### config.mk
export PLATFORM = sky130hd
export DESIGN_NAME = bldc_drive_sequencer
export DESIGN_NICKNAME = d
export VERILOG_FILES = /design/src/rtl/bldc_drive_sequencer.sv
export SDC_FILE = /design/constraint.sdc
export NUM_CORES = 1
export LEC_CHECK = 0
export ABC_AREA = 1
export CELL_PAD_IN_SITES_DETAIL_PLACEMENT = 1
export CELL_PAD_IN_SITES_GLOBAL_PLACEMENT = 2
export CORE_MARGIN = 2
export CORE_UTILIZATION = 30
export CTS_CLUSTER_DIAMETER = 50
export CTS_CLUSTER_SIZE = 24
export DETAILED_ROUTE_END_ITERATION = 12
export GPL_TIMING_DRIVEN = 0
export PLACE_DENSITY = 0.79
export RECOVER_POWER = 50
export SYNTH_ARGS = -nofsm -noshare
export SYNTH_HDL_FRONTEND = slang
export SYNTH_SLANG_ARGS = --single-unit
### constraint.sdc
create_clock -name clk -period 3.58 [get_ports clk]
set_input_delay 0.895 -clock clk [delete_from_list [all_inputs] [get_ports clk]]
set_output_delay 0.895 -clock clk [all_outputs]
set_load 0.05 [all_outputs]
### src/rtl/bldc_drive_sequencer.sv
// rtl/bldc_drive_sequencer.sv - BLDC drive sequencer: duty ramp, reversal dead time, quadrature position
//
// Purpose: accepts (duty, direction) commands, ramps the applied duty once per
//   PWM frame, drives a never-overlapping motor_positive/motor_negative PWM
//   pair, and forces DEAD_FRAMES of both-poles-low before a direction reversal.
//   Decodes encoder_a/encoder_b into a wrapping signed position count.
// Optional feature: define BLDC_STALL_DETECT_EN to enable stall detection
//   (FAULT state, fault output, STALL_FRAMES parameter).
// Ports:
//   clk, reset                  clock, synchronous active-high reset
//   cmd_valid/cmd_ready         command handshake
//   cmd_duty, cmd_dir           target duty (clocks, clamped to PWM_PERIOD), direction (1 = positive)
//   encoder_a, encoder_b        asynchronous quadrature inputs
//   motor_positive/negative     registered PWM outputs
//   position                    quadrature count, wraps mod 2^DATA_WIDTH
//   busy                        ramping or in dead interval
//   fault                       stall fault (0 when feature is disabled)
module bldc_drive_sequencer #(
  parameter int DATA_WIDTH   = 16,
  parameter int PWM_PERIOD   = 100,
  parameter int RAMP_STEP    = 10,
  parameter int DEAD_FRAMES  = 2
`ifdef BLDC_STALL_DETECT_EN
  ,
  parameter int STALL_FRAMES = 50
`endif
) (
  input  logic                  clk,
  input  logic                  reset,
  input  logic                  cmd_valid,
  output logic                  cmd_ready,
  input  logic [DATA_WIDTH-1:0] cmd_duty,
  input  logic                  cmd_dir,
  input  logic                  encoder_a,
  input  logic                  encoder_b,
  output logic                  motor_positive,
  output logic                  motor_negative,
  output logic [DATA_WIDTH-1:0] position,
  output logic                  busy,
  output logic                  fault
);

  localparam logic [DATA_WIDTH-1:0] PERIOD    = DATA_WIDTH'(PWM_PERIOD);
  localparam logic [DATA_WIDTH-1:0] STEP      = DATA_WIDTH'(RAMP_STEP);
  localparam logic [DATA_WIDTH-1:0] DEAD_LAST = DATA_WIDTH'(DEAD_FRAMES - 1);

  typedef enum logic [1:0] {ST_STOP, ST_RUN, ST_DEAD, ST_FAULT} state_t;

  state_t                state, nxt_state;
  logic [DATA_WIDTH-1:0] frame_ctr;
  logic                  frame_start;
  logic [DATA_WIDTH-1:0] cur_duty, nxt_cur_duty;
  logic                  cur_dir, nxt_cur_dir;
  logic [DATA_WIDTH-1:0] dead_cnt, nxt_dead_cnt;
  logic [DATA_WIDTH-1:0] target_duty;
  logic                  target_dir;
  logic                  cmd_accept;
  logic                  pwm_on;

  logic [1:0]            enc_meta, enc_sync, enc_prev;
  logic                  step_fwd, step_rev, enc_step;
  logic                  stall_hit;

  assign frame_start = (frame_ctr == '0);
  assign cmd_ready   = (state != ST_FAULT);
  assign cmd_accept  = cmd_valid && cmd_ready;

  always_ff @(posedge clk) begin
    if (reset) begin
      frame_ctr <= '0;
    end else if (frame_ctr == PERIOD - 1'b1) begin
      frame_ctr <= '0;
    end else begin
      frame_ctr <= frame_ctr + 1'b1;
    end
  end

  // Target is latched immediately; the FSM only samples it at frame_start,
  // so an accept on the frame_start edge is seen one frame later.
  always_ff @(posedge clk) begin
    if (reset) begin
      target_duty <= '0;
      target_dir  <= 1'b1;
    end else if (cmd_accept) begin
      target_duty <= (cmd_duty > PERIOD) ? PERIOD : cmd_duty;
      target_dir  <= cmd_dir;
    end
  end

  always_ff @(posedge clk) begin
    if (reset) begin
      state    <= ST_STOP;
      cur_duty <= '0;
      cur_dir  <= 1'b1;
      dead_cnt <= '0;
    end else begin
      state    <= nxt_state;
      cur_duty <= nxt_cur_duty;
      cur_dir  <= nxt_cur_dir;
      dead_cnt <= nxt_dead_cnt;
    end
  end

  always_comb begin
    nxt_state    = state;
    nxt_cur_duty = cur_duty;
    nxt_cur_dir  = cur_dir;
    nxt_dead_cnt = dead_cnt;
    if (frame_start) begin
      case (state)
        ST_STOP: begin
          nxt_cur_duty = '0;
          if (target_duty != '0) begin
            nxt_state    = ST_RUN;
            nxt_cur_dir  = target_dir;
            nxt_cur_duty = (target_duty > STEP) ? STEP : target_duty;
          end
        end
        ST_RUN: begin
          if (target_dir == cur_dir) begin
            if (cur_duty == '0 && target_duty == '0) begin
              nxt_state = ST_STOP;
            end else if (cur_duty < target_duty) begin
              nxt_cur_duty = (target_duty - cur_duty > STEP) ? cur_duty + STEP : target_duty;
            end else if (cur_duty > target_duty) begin
              nxt_cur_duty = (cur_duty - target_duty > STEP) ? cur_duty - STEP : target_duty;
            end
          end else if (cur_duty == '0) begin
            nxt_state    = ST_DEAD;
            nxt_dead_cnt = '0;
          end else begin
            nxt_cur_duty = (cur_duty > STEP) ? cur_duty - STEP : '0;
          end
        end
        ST_DEAD: begin
          if (dead_cnt == DEAD_LAST) begin
            nxt_cur_dir  = target_dir;
            nxt_cur_duty = '0;
            nxt_state    = (target_duty != '0) ? ST_RUN : ST_STOP;
          end else begin
            nxt_dead_cnt = dead_cnt + 1'b1;
          end
        end
        default: begin
          nxt_cur_duty = '0;
        end
      endcase
      if (stall_hit) begin
        nxt_state    = ST_FAULT;
        nxt_cur_duty = '0;
      end
    end
  end

  // The compare uses the next-state values so that a duty change lands on
  // the first registered output of a frame rather than one clock into it.
  assign pwm_on = (nxt_state == ST_RUN) && (frame_ctr < nxt_cur_duty);

  always_ff @(posedge clk) begin
    if (reset) begin
      motor_positive <= 1'b0;
      motor_negative <= 1'b0;
      busy           <= 1'b0;
    end else begin
      motor_positive <= pwm_on && nxt_cur_dir;
      motor_negative <= pwm_on && !nxt_cur_dir;
      busy           <= (state == ST_DEAD) ||
                        ((state != ST_FAULT) && (cur_duty != target_duty));
    end
  end

  always_ff @(posedge clk) begin
    if (reset) begin
      enc_meta <= 2'b00;
      enc_sync <= 2'b00;
      enc_prev <= 2'b00;
    end else begin
      enc_meta <= {encoder_a, encoder_b};
      enc_sync <= enc_meta;
      enc_prev <= enc_sync;
    end
  end

  // Gray sequence {a,b}: 00 -> 01 -> 11 -> 10 -> 00 is forward.
  // Double-bit changes are illegal and ignored.
  always_comb begin
    step_fwd = 1'b0;
    step_rev = 1'b0;
    case ({enc_prev, enc_sync})
      4'b00_01, 4'b01_11, 4'b11_10, 4'b10_00: step_fwd = 1'b1;
      4'b00_10, 4'b10_11, 4'b11_01, 4'b01_00: step_rev = 1'b1;
      default: ;
    endcase
  end
  assign enc_step = step_fwd || step_rev;

  always_ff @(posedge clk) begin
    if (reset) begin
      position <= '0;
    end else if (step_fwd) begin
      position <= position + 1'b1;
    end else if (step_rev) begin
      position <= position - 1'b1;
    end
  end

`ifdef BLDC_STALL_DETECT_EN
  logic [DATA_WIDTH-1:0] stall_cnt;

  assign stall_hit = (state == ST_RUN) && (cur_duty != '0) && !enc_step &&
                     (stall_cnt == DATA_WIDTH'(STALL_FRAMES - 1));

  always_ff @(posedge clk) begin
    if (reset) begin
      stall_cnt <= '0;
    end else if (enc_step || !(state == ST_RUN && cur_duty != '0)) begin
      stall_cnt <= '0;
    end else if (frame_start) begin
      stall_cnt <= stall_cnt + 1'b1;
    end
  end

  assign fault = (state == ST_FAULT);
`else
  assign stall_hit = 1'b0;
  assign fault     = 1'b0;
`endif

endmodule

; ---- Yosys cells after proc, flatten, opt, wreduce, memory -nomap -nowiden
; Index checks and enable logic that the tools add are counted.
[classes]
n_addsub = 8
multipliers = 0
n_div = 0
magnitude_cmp = 8
n_eq_ne = 19
shifts = 0
n_mux = 34
bitwise_logic = 0
reduce_logical = 19
[ops]
columns = op, count
row1 = 16-bit 2-to-1 mux, 18
row2 = "16-bit by 4-bit > comparator with 1-bit output, second input constant", 4
row3 = "16-bit by 1-bit adder with 16-bit output, second input constant", 3
row4 = 16-bit logical NOT, 3
row5 = 16-bit one-hot mux with 3 select lines, 1
row6 = 16-bit less-than comparator, 2
row7 = 16-bit one-hot mux with 2 select lines, 1
row8 = 16-bit subtractor, 2
row9 = "16-bit by 4-bit adder with 16-bit output, second input constant", 1
row10 = "16-bit by 1-bit == test with 1-bit output, second input constant", 1
row11 = "16-bit by 7-bit == test with 1-bit output, second input constant", 1
row12 = "4-bit == test, second input constant", 4
row13 = 16-bit > comparator, 1
row14 = "16-bit by 7-bit > comparator with 1-bit output, second input constant", 1
row15 = 16-bit inequality test, 1
row16 = 16-bit nonzero test, 1
row17 = "16-bit by 1-bit subtractor with 16-bit output, second input constant", 1
row18 = "16-bit by 4-bit subtractor with 16-bit output, second input constant", 1
row19 = 2-bit 2-to-1 mux, 6
row20 = "4-bit by 3-bit == test with 1-bit output, second input constant", 2
row21 = "2-bit inequality test, second input constant", 4
row22 = 4-bit OR reduction, 2
row23 = 1-bit logical AND, 6
row24 = 1-bit 2-to-1 mux, 6
row25 = other kinds (13), 15
[totals]
ff_bits = 93
latchBits = 0
ram_bits = 0
mem_bits_ro = 0
input_bits = 22
out_inout_bits = 21
word_cells = 102
mem_count = 0

; ---- Longest topological paths before layout
[logic_depth]
ltp_word = 12
ltp_mapped = 34

; ---- Worst setup path after synthesis
; Ideal clock, no wire load.
[synth_path]
path_kind = register to register
startpoint = reg cur_duty[1]
endpoint = reg motor_positive
setup_time_ns = 0.064
arrival_ns = 3.723
required_ns = 3.516
slack_ns = -0.207
stages_incl_launch_ff = 28
cell_sequence = dfxtp_1 -> inv_1 -> fa_1 -> nand3_1 -> nand3_1 -> nand2_1 -> nand2_1 -> nand2_1 -> nand2_1 -> nor2_1 -> nand3_1 -> nor3_2 -> nand2_1 -> nand2_2 -> buf_6 -> o21ai_1 -> a21oi_1 -> a21oi_1 -> o221ai_1 -> o21ai_1 -> ha_1 -> a21oi_1 -> nor2_1 -> a211oi_1 -> o221ai_1 -> nor3_1 -> nand2_1 -> nor2_1
[synth_between]
elab_chain_len = 12
word_cells_on_any_way = 31
[synth_lines]
columns = element, line
row1 = from (decl), 52  ; logic [DATA_WIDTH-1:0] cur_duty, nxt_cur_duty;
row2 = from (signal assigned), 98  ; cur_duty <= nxt_cur_duty;
row3 = 16-bit subtractor, 126  ; nxt_cur_duty = (cur_duty - target_duty > STEP) ? cur_duty - STEP : target_duty;
row4 = 16-bit by 4-bit > comparator with 1-bit output, 126
row5 = 16-bit 2-to-1 mux, 126
row6 = 16-bit 2-to-1 mux, 125  ; end else if (cur_duty > target_duty) begin
row7 = 16-bit 2-to-1 mux, 123  ; end else if (cur_duty < target_duty) begin
row8 = 16-bit 2-to-1 mux, 121  ; if (cur_duty == '0 && target_duty == '0) begin
row9 = 16-bit 2-to-1 mux, 120  ; if (target_dir == cur_dir) begin
row10 = 16-bit one-hot mux with 3 select lines, 110  ; case (state)
row11 = 16-bit 2-to-1 mux, 109  ; if (frame_start) begin
row12 = 16-bit less-than comparator, 157  ; assign pwm_on = (nxt_state == ST_RUN) && (frame_ctr < nxt_cur_duty);
row13 = 1-bit logical AND (*), 157
row14 = 1-bit logical AND (*), 165  ; motor_positive <= pwm_on && nxt_cur_dir;
row15 = to (signal assigned), 165
row16 = to (decl), 36  ; output logic motor_positive,
; Every way passes the cells marked *; elsewhere a longest branch is shown, timed or not.
; A chain may end at the register's enable or synchronous reset.

; ---- Worst setup path after layout
[layout_path]
startpoint = reg cur_duty[9]
endpoint = reg motor_positive
; Same word-level chain as after synthesis.

==> impl_metrics.py <==
metrics = {
    "power_and_ir_drop": {
        "p_seq_frac": 0.176,
        "p_sw_uw": 3640,
        "clock_power_share": 0.133,
        "ir_worst_vdd_uv": 289,
        "power_density_mw_per_mm2": 650,
        "p_comb_frac": 0.691,
        "switching_share": 0.511,
        "p_leak_uw": 0.00503,
        "p_total_uw": 7120,
        "p_int_uw": 3490,
    },
    "finish": {
        "nets": 1535,
        "final_cells": 1827,
        "n_antenna_cell": 0,
        "layout-drive-gt1-share": 0.218,
        "area_delta_synth_final_pct": 29.7,
    },
    "run_status": {
        "violations": "negative setup slack",
        "outcome": "finished with violations",
    },
    "floorplan": {
        "rows": 61,
        "die_area_mm2": 0.0295,
        "die_w_um": 172,
        "die_h_um": 172,
        "start_util": 0.304,
        "pin_count": 43,
        "coreArea_mm2": 0.0278,
    },
    "yosys": {
        "ys_seq_area_frac": 0.220,
        "synth_common_cells": "nand2_1 (298), inv_1 (183), nor2_1 (121), a21oi_1 (113), dfxtp_1 (93)",
        "synthFlopType": "dfxtp_1",
        "yosys.area.top_type_share": 0.220,
        "avgSynthCellArea_um2": 6.38,
        "syn-num-nets": 1416,
        "synth_most_common_cell": "nand2_1",
        "yosysWarnings": 0,
        "synth_area_leaders": "dfxtp_1 (22%), nand2_1 (13%), ha_1 (9.8%), inv_1 (8.1%), a21oi_1 (6.7%)",
        "ys_seq_elements": 93,
        "synthesis.area_mm2": 0.00845,
        "synth_edf_count": 0,
        "syn_inst": 1325,
        "ys_types": 56,
        "synthArstFlopShare": 0,
        "yosysTopAreaCell": "dfxtp_1",
    },
    "timing": {
        "max_freq_ghz": 0.237,
        "rsz0062_at_grt": "yes",
        "fin_ws_ns": -0.645,
        "worst_pin_slew_ns": 0.922,
        "min_period_ns": 4.22,
        "final.setup_skew_ns": 0.0104,
        "slew_violations": 0,
        "setup_viol_count_final": 2,
        "finalCritPeriodShare": 1.18,
        "hold_violations": 0,
        "relSlewSlack": 0.381,
    },
    "hold_path": {
        "holdPathStages": 2,
        "hold_path_startpoint": "enc_meta[1]",
        "min_to": "enc_sync[1]",
        "hold_class": "reg -> reg",
    },
    "clock_tree": {
        "path_clk_slew_ns": 0.07,
        "cts_sinks": 93,
        "clock_latency_ns": 0.35,
        "cts_buffer_depth": 2,
        "cts_buffers": 9,
        "root_buffer": "clkbuf_16",
        "cts_tree": "done",
        "cts-htree-levels": 3,
    },
    "global_route": {
        "busiest_layer": "met2",
        "antenna_found_initial": 0,
        "grt_use_met1": 0.257,
        "grtUsageMet2": 0.402,
        "grt_pass1_vias": 9301,
        "grt_use_met3": 0.0211,
        "grt_overflow": 0,
        "grt_util_all_layers": 0.214,
        "grt_pass1_wl_um": 49400,
        "grt_max_degree": 17,
    },
    "worst_setup_path": {
        "path_class": "reg -> reg",
        "r2r_slack_ns": -0.64,
        "cp.arrival_ns": 4.51,
        "reg2reg_to": "motor_positive",
        "rr_worst_depth": 31,
        "start_kind": "flop",
        "worstSetupEndpointType": "flop",
        "r2r_start": "cur_duty[9]",
        "crit_fanout": 7,
        "slowest_stage": "dfxtp_2",
        "crit_path_max_incr_delay_ns": 0.35,
        "cp.required_ns": 3.87,
    },
    "placed_design": {
        "routabilityCongestion": 0.823,
        "placedCellCount": 1744,
        "port_buffers": 41,
        "dp_slack_ns": -1.46,
        "dp_hpwl_um": 24700,
    },
    "route": {
        "postRouteAntennaNets": 0,
        "num_vias": 9034,
        "detail_route.iter0.violations": 356,
        "viasPerCell": 4.94,
        "wl_um": 31100,
        "drtPass1Iterations": 4,
        "wl_per_cell_um": 17.0,
        "drc": 0,
    },
    "run": {
        "drv_cap": 0,
    },
}
[stage by stage]
stage | util | TNS, ns | hold slack [ns] | instance area, µm²
floorplan | - | -0.0342 | 0.388 | 8580
global placement | 0.341 | -5.54 | 0.393 | 9460
detailed placement | 0.341 | -6.52 | 0.400 | 9460
CTS | 0.374 | -1.60 | 0.408 | 10400
global route | 0.395 | -2.28 | 0.428 | 11000
finish | 0.395 | -1.27 | 0.409 | 11000
[critical path, delay by kind of cell, from the launching register on]
kind,cells,cell delay [ns]
AOI/OAI and AO/OA,7,1.13
adders and majority gates,2,0.64
and+or+nand+nor,12,0.93
buffers and inverters,10,1.10
DFF,1,0.35
[routing by layer]
metal,vias up,routed length [µm]
met5,-,0
met4,0,625
met3,33,662
met2,99,16400
met1,4274,13400
li1,4628,-
[registers in the layout, indices dropped and copies added (netlist names), 2 cells and up]
register and flops:
state 2, frame_ctr 16, enc_sync 2, position 16, dead_cnt 16, cur_duty 16
enc_meta 2, target_duty 16, enc_prev 2
[power by group through the flow]
| stage | Combinational, µW | Sequential (µW) | Clock (µW) |
|---|---|---|---|
| 6_report | 4920 | 1260 | 945 |
| 5_1_grt | 5450 | 1270 | 1020 |
| 4_1_cts | 4510 | 1250 | 980 |
| 3_5_place_dp | 4060 | 1280 | 0 |
| 3_3_place_gp | 4000 | 1280 | 0 |
| 2_1_floorplan | 2890 | 1350 | 0 |
[worst max path at each step]
stage / startpoint / endpoint / slack, ns / cells past startpoint
after detailed placement: cur_duty[13] / motor_negative / -1.46 / 28
after CTS: target_duty[0] / motor_negative / -0.81 / 29
after floorplan: target_duty[0] / motor_positive / -0.02 / 29
final: cur_duty[9] / motor_positive / -0.64 / 31
after global routing: cur_duty[9] / motor_positive / -0.92 / 30
after global placement: cur_duty[0] / motor_negative / -1.33 / 29
[logic make-up after synthesis]
logic type               share of synthesized area
other                                     0.000444
AO/OA/AOI/OAI                                0.181
adder cells (fa/ha/maj)                      0.105
flip-flops                                   0.220
buffers and inverters                        0.110
XOR/XNOR                                    0.0414
AND/OR/NAND/NOR                              0.342
[cells in the final DEF (no fill, tap or decap), types with 18 or more instances in the layout]
cell type,count
nand2_1,265
inv_1,167
nor2_1,111
a21oi_1,95
dfxtp_1,72
nand3_1,65
buf_4,58
ha_1,50
o21ai_0,48
nand2_2,37
xor2_1,35
nand4_1,26
nor3_1,24
clkdlybuf4s50_1,23
inv_2,21
nor2_4,19
a21oi_2,18
dlygate4sd3_1,18
[repair_timing]
item                                   4_1_cts  5_1_grt
gates resized for setup                    100       93
pin swaps                                   38       63
setup endpoints to repair                   19       14
endpoints found under the hold margin        0        0
hold buffers                                 0        0
buffers inserted                            37       30
[layout make-up]
type,count,area (µm²)
repair buffers,108,986
plain buffers,26,164
multi-input cells,997,6290
well taps,378,473
clock buffers,10,239
clock inverters,6,43.8
flip-flops and latches,93,1920
fillers,3607,16800
inverters,209,843
No activity file was read; power rests on OpenSTA's default activity.
